$ cat config.mk
export PLATFORM = sky130hd
export DESIGN_NAME = regfile_dump_reader
export DESIGN_NICKNAME = d
export VERILOG_FILES = /design/src/rtl/regfile_dump_reader_pkg.sv /design/src/rtl/regfile_dump_reader_serializer.sv /design/src/rtl/regfile_dump_reader.sv
export SDC_FILE = /design/constraint.sdc
export NUM_CORES = 1
export LEC_CHECK = 0
export CAP_MARGIN = 20
export CORE_ASPECT_RATIO = 0.75
export CORE_UTILIZATION = 51
export CTS_BUF_LIST = sky130_fd_sc_hd__clkbuf_4 sky130_fd_sc_hd__clkbuf_8
export DETAILED_ROUTE_END_ITERATION = 10
export GPL_TIMING_DRIVEN = 0
export PLACE_DENSITY = 0.81
export SYNTH_ARGS = -nofsm -noshare
export SYNTH_HDL_FRONTEND = slang
export SYNTH_SLANG_ARGS = --single-unit
$ cat constraint.sdc
create_clock -name clk -period 2.2 [get_ports clk]
set_input_delay 0.22 -clock clk [delete_from_list [all_inputs] [get_ports clk]]
set_output_delay 0.22 -clock clk [all_outputs]
set_load 0.1 [all_outputs]
$ cat src/rtl/regfile_dump_reader_pkg.sv
// Shared definitions for the register-file debug dump path, also used by the
// register file and core.
package regfile_dump_reader_pkg;

  localparam int unsigned XLEN           = 32;
  localparam int unsigned REG_ADDR_W     = 5;
  localparam int unsigned BYTE_W         = 8;
  localparam int unsigned BYTES_PER_WORD = XLEN / BYTE_W;
  localparam int unsigned BYTE_CNT_W     = $clog2(BYTES_PER_WORD);

  localparam logic [BYTE_W-1:0] SYNC_BYTE_DEFAULT = 8'hA5;

  typedef enum logic [2:0] {
    ST_IDLE  = 3'd0,
    ST_SYNC  = 3'd1,
    ST_FETCH = 3'd2,
    ST_SEND  = 3'd3,
    ST_FIN   = 3'd4
  } dump_state_e;

endpackage

$ cat src/rtl/regfile_dump_reader_serializer.sv
// Word-to-byte serialiser: 32-bit shift register emitting the least significant
// byte first, with a byte counter flagging the last byte of the word.
module regfile_dump_reader_serializer
  import regfile_dump_reader_pkg::*;
(
  input  logic              clk,
  input  logic              reset,
  input  logic              i_load,
  input  logic [XLEN-1:0]   i_word,
  input  logic              i_shift,
  output logic [BYTE_W-1:0] o_byte,
  output logic              o_last_c
);

  logic [XLEN-1:0]       r_shift;
  logic [BYTE_CNT_W-1:0] r_byte_cnt;

  always_ff @(posedge clk) begin
    if (reset) begin
      r_shift    <= '0;
      r_byte_cnt <= '0;
    end else if (i_load) begin
      r_shift    <= i_word;
      r_byte_cnt <= '0;
    end else if (i_shift) begin
      r_shift    <= r_shift >> BYTE_W;
      r_byte_cnt <= r_byte_cnt + BYTE_CNT_W'(1);
    end
  end

  assign o_byte   = r_shift[BYTE_W-1:0];
  assign o_last_c = (r_byte_cnt == BYTE_CNT_W'(BYTES_PER_WORD - 1));

endmodule

$ cat src/rtl/regfile_dump_reader.sv
// Debug dump engine: freezes the core, walks the register file read port and
// streams a sync byte followed by every word, little-endian, over valid/ready.
module regfile_dump_reader
  import regfile_dump_reader_pkg::*;
#(
  parameter int unsigned       NUM_REGS  = 32,
  parameter int unsigned       FIRST_REG = 0,
  parameter logic [BYTE_W-1:0] SYNC_BYTE = SYNC_BYTE_DEFAULT
) (
  input  logic                  clk,
  input  logic                  reset,
  input  logic                  start,
  output logic [REG_ADDR_W-1:0] rf_addr,
  input  logic [XLEN-1:0]       rf_data,
  output logic                  hold_cpu,
  output logic [BYTE_W-1:0]     out_data,
  output logic                  out_valid,
  input  logic                  out_ready,
  output logic                  busy,
  output logic                  done
);

  localparam logic [REG_ADDR_W-1:0] FIRST_ADDR = REG_ADDR_W'(FIRST_REG);
  localparam logic [REG_ADDR_W-1:0] LAST_ADDR  = REG_ADDR_W'(NUM_REGS - 1);

  dump_state_e           r_state;
  dump_state_e           w_next_state;
  logic [REG_ADDR_W-1:0] r_rf_addr;
  logic                  r_out_valid;
  logic                  r_hold_cpu;
  logic                  r_busy;
  logic                  r_done;

  logic                  w_accept;
  logic                  w_load_sync;
  logic                  w_load_word;
  logic                  w_shift;
  logic                  w_addr_first;
  logic                  w_addr_inc;
  logic                  w_last_byte;
  logic [XLEN-1:0]       w_load_value;
  logic [BYTE_W-1:0]     w_ser_byte;

  assign w_accept = r_out_valid & out_ready;

  // State register
  always_ff @(posedge clk) begin
    if (reset) begin
      r_state <= ST_IDLE;
    end else begin
      r_state <= w_next_state;
    end
  end

  // Next-state and datapath control
  always_comb begin
    w_next_state = r_state;
    w_load_sync  = 1'b0;
    w_load_word  = 1'b0;
    w_shift      = 1'b0;
    w_addr_first = 1'b0;
    w_addr_inc   = 1'b0;
    unique case (r_state)
      ST_IDLE: begin
        if (start) begin
          w_next_state = ST_SYNC;
          w_load_sync  = 1'b1;
        end
      end
      ST_SYNC: begin
        if (w_accept) begin
          w_next_state = ST_FETCH;
          w_shift      = 1'b1;
          w_addr_first = 1'b1;
        end
      end
      // Extra cycle lets the frozen core's last writeback land before sampling.
      ST_FETCH: begin
        w_next_state = ST_SEND;
        w_load_word  = 1'b1;
      end
      ST_SEND: begin
        if (w_accept) begin
          w_shift = 1'b1;
          if (w_last_byte) begin
            if (r_rf_addr == LAST_ADDR) begin
              w_next_state = ST_FIN;
            end else begin
              w_next_state = ST_FETCH;
              w_addr_inc   = 1'b1;
            end
          end
        end
      end
      ST_FIN: begin
        w_next_state = ST_IDLE;
      end
      default: begin
        w_next_state = ST_IDLE;
      end
    endcase
  end

  // Registered outputs decoded from the upcoming state
  always_ff @(posedge clk) begin
    if (reset) begin
      r_rf_addr   <= FIRST_ADDR;
      r_out_valid <= 1'b0;
      r_hold_cpu  <= 1'b0;
      r_busy      <= 1'b0;
      r_done      <= 1'b0;
    end else begin
      if (w_addr_first) begin
        r_rf_addr <= FIRST_ADDR;
      end else if (w_addr_inc) begin
        r_rf_addr <= r_rf_addr + REG_ADDR_W'(1);
      end
      r_out_valid <= (w_next_state == ST_SYNC) || (w_next_state == ST_SEND);
      r_hold_cpu  <= (w_next_state == ST_SYNC) || (w_next_state == ST_FETCH) ||
                     (w_next_state == ST_SEND);
      r_busy      <= (w_next_state == ST_SYNC) || (w_next_state == ST_FETCH) ||
                     (w_next_state == ST_SEND);
      r_done      <= (w_next_state == ST_FIN);
    end
  end

  // Sync byte goes through the shift register so out_data is always a flop
  assign w_load_value = w_load_sync ? XLEN'(SYNC_BYTE) : rf_data;

  regfile_dump_reader_serializer u_serializer (
    .clk      (clk),
    .reset    (reset),
    .i_load   (w_load_sync | w_load_word),
    .i_word   (w_load_value),
    .i_shift  (w_shift),
    .o_byte   (w_ser_byte),
    .o_last_c (w_last_byte)
  );

  assign rf_addr   = r_rf_addr;
  assign out_data  = w_ser_byte;
  assign out_valid = r_out_valid;
  assign hold_cpu  = r_hold_cpu;
  assign busy      = r_busy;
  assign done      = r_done;

endmodule

==> flow_summary_export.csv <==
group,metric,value,unit
cts,cts.htree.levels,2,
cts,cts_buffers,5,
power_and_ir_drop,clkPwrFrac,26.2,%
cts,postCtsHoldBufs,0,
timing,relSlewSlack,34.68,%
finish,finalNetCount,345,
timing,fmax,0.4831,GHz
run_status,run_status,"completed",
placement,place_ws,0.2231,ns
worst_hold_path,hp-class,"in -> reg",
finish,drive_above_1_share,18.30,%
global_routing,grt_pass1_vias,1873,
timing,period_needed,2.070,ns
power_and_ir_drop,power.switching,0.6167,mW
cts,cts_setup_buffers,0,
timing,hold_violations,0,
logic_synthesis,synth_area,0.002267,mm^2
finish,multi_input_comb_area,0.001086,mm^2
cts,root_buffer,"clkbuf_8",
floorplan,fp.dieH,59.74,um
finish,antenna_cells,0,
worst_hold_path,hold_depth,3,
global_routing,grt_overflow,0,
power_and_ir_drop,finalPower,1.967,mW
floorplan,die_area,0.004719,mm^2
timing,rsz0062_at_grt,"false",
floorplan,fp.dieW,78.99,um
placement,dp_hpwl,3762,um
timing,setup_slack,0.1298,ns
routing,drc,0,
power_and_ir_drop,p_comb_share,28.1,%
logic_synthesis,synth_edf_count,0,
flow_run,drv_cap,0,
logic_synthesis,synth.distinct_cells,39,
logic_synthesis,synth-seq-area-share,39.74,%
global_routing,grt_max_degree,13,
critical_path,crit_path_start_kind,"register",
power_and_ir_drop,p_int,1.350,mW
cts,cts_resized,0,
power_and_ir_drop,cellPowerDensity,669.3,mW/mm^2
critical_path,crit_fanout,2,
timing,fin_tns_setup,0,ns
routing,ant_nets,0,
timing,slew_viol_final,0,
placement,place_congestion,0.8309,
cts,clkLatencyLatePin,0.29,ns
routing,dr.pass1.iters,4,
critical_path,end_kind,"primary output",
finish,num-fill-cells,365,
floorplan,core,0.004154,mm^2
routing,initialDrtViolationCount,87,
power_and_ir_drop,seqPwrFrac,45.7,%
cts,cts_tree,"yes",
placement,numPortBuffers,51,
critical_path,worst-endpoint-arrival,1.85,ns
logic_synthesis,synth_cells,248,
cts,cts_buffer_depth,2,
global_routing,grt_pass1_wl,8687,um
cts,clkSinkCount,45,
finish,syn2layout_area_growth,29.64,%
floorplan,start_util,54.58,%
routing,vias,2007,
logic_synthesis,ys.flop_type,"dfxtp_1",
power_and_ir_drop,ir_drop,0.4121,mV
floorplan,io_pins,53,
critical_path,worst-setup-path-type,"reg -> out",
logic_synthesis,ys_seq_elements,45,
floorplan,placementRows,20,
power_and_ir_drop,leakage,1.015,nW
critical_path,critPathRequiredTime,1.98,ns
critical_path,rr_worst_depth,6,
logic_synthesis,synth_area_per_cell,9.142,um^2
power_and_ir_drop,swShare,31.35,%
routing,wl_per_cell,14.08,um
routing,routed_wl,5082,um
logic_synthesis,ys_async_sr_fraction,0,%
timing,tightest_slew,0.9768,ns
logic_synthesis,synth_warnings,0,
timing,setup_viol_count_final,0,
routing,vias_per_cell,5.560,
timing,post-route-period-util,94.10,%
global_routing,antenna_found_initial,0,
cts,clk_pin_slew_worst_paths,0.08,ns
logic_synthesis,syn-num-nets,287,
finish,fin_util,70.75,%
timing,finClkSkew,0.003193,ns
finish,seqCellArea,903.4,um^2
global_routing,grt_usage,24.37,%
## state kept, by name, indices dropped and copies added (netlist names)
| register | flops |
|---|---|
| u_serializer.r_byte_cnt | 2 |
| done | 1 |
| u_serializer.r_shift | 32 |
| rf_addr | 5 |
| busy | 1 |
| out_valid | 1 |
| r_state | 3 |
## synthesized netlist by cell type, types with 2 or more instances
master | count | share of area [%]
or4_1 | 2 | 0.66
nor3b_1 | 2 | 0.66
buf_4 | 9 | 3.0
ha_1 | 3 | 1.7
a221oi_2 | 20 | 13
o21ai_0 | 4 | 0.88
nand2b_1 | 4 | 1.1
a2bb2oi_1 | 4 | 1.5
o32ai_1 | 4 | 1.5
inv_1 | 22 | 3.6
o211ai_1 | 8 | 2.6
nor4b_1 | 2 | 0.77
and3_1 | 2 | 0.55
dfxtp_1 | 45 | 40
nand3_1 | 5 | 1.1
clkbuf_1 | 8 | 1.3
o22ai_1 | 21 | 5.8
nor3_1 | 3 | 0.66
nor2_1 | 6 | 0.99
buf_6 | 4 | 2.0
o31ai_1 | 2 | 0.66
nand2_1 | 29 | 4.8
buf_2 | 11 | 2.4
a21oi_1 | 13 | 2.9
## worst paths after layout
path / from / to / slack, ns
max: u_serializer.r_shift[1] / out_data[1] / 0.13
min: reset / u_serializer.r_shift[0] / 0.45
max reg2reg: rf_addr[0] / rf_addr[3] / 0.20
min reg2reg: u_serializer.r_shift[14] / u_serializer.r_shift[14] / 0.46
## worst max-delay path, stage by stage, from the launching register on
cell and delay (ns):
dfxtp_1 0.34, buf_4 0.10, clkdlybuf4s50_1 1.12
## cells in the final DEF (no fill, tap or decap), types with 2 or more instances in the layout
master,synthesis,final
clkdlybuf4s50_1,0,51
dfxtp_1,45,43
nand2_1,29,29
inv_1,22,22
o22ai_1,21,21
a221oi_2,20,20
a21oi_1,13,13
buf_2,11,11
buf_4,9,9
clkbuf_1,8,8
o211ai_1,8,8
nor2_1,6,6
clkbuf_8,0,6
nand3_1,5,5
buf_6,4,4
o21ai_0,4,4
a2bb2oi_1,4,4
nand2b_1,4,4
o32ai_1,4,4
nor3_1,3,3
ha_1,3,3
and3_1,2,2
nor4b_1,2,2
nor3b_1,2,2
o31ai_1,2,2
or4_1,2,2
dfxtp_2,0,2
## through the flow
step | cells | hold WS (ns) | instance area [um^2]
global placement | 354 | 0.4471 | 2849
detailed placement | 354 | 0.4525 | 2849
floorplan | 248 | 0.3560 | 2270
global route | 361 | 0.4716 | 2939
finish | 361 | 0.4512 | 2939
CTS | 361 | 0.4577 | 2939
## layout make-up
| cell class | count | area share [%] |
|---|---|---|
| well taps | 55 | 2.341 |
| repair buffers | 51 | 17.37 |
| flip-flops and latches | 45 | 30.74 |
| inverters | 22 | 2.810 |
| plain buffers | 32 | 6.726 |
| multi-input cells | 149 | 36.95 |
| clock buffers | 7 | 3.065 |
## kinds of logic after synthesis
family	after synthesis	share of synthesized area [%]
AOI/OAI and AO/OA	79	30.24
xor gates and xnor gates	1	0.3864
adders and majority gates	3	1.656
buffers and inverters	54	12.36
DFF	45	39.73
muxes	1	0.4415
and+or+nand+nor	65	15.18
## power groups by stage
stage | combinational, mW | sequential, mW | clock (mW)
floorplan | 0.383 | 0.936 | 0
global placement | 0.547 | 0.916 | 0
detailed placement | 0.552 | 0.918 | 0
CTS | 0.554 | 0.899 | 0.526
global route | 0.589 | 0.906 | 0.566
finish | 0.552 | 0.899 | 0.515
## metal layers
| metal | track usage [%] | wire length [um] |
|---|---|---|
| met1 | 34.15 | 2527 |
| met2 | 36.70 | 2194 |
| met4 | 5.714 | 69 |
| met5 | 0 | 0 |
| met3 | 7.481 | 290 |
No activity file was read; power rests on OpenSTA's default activity.
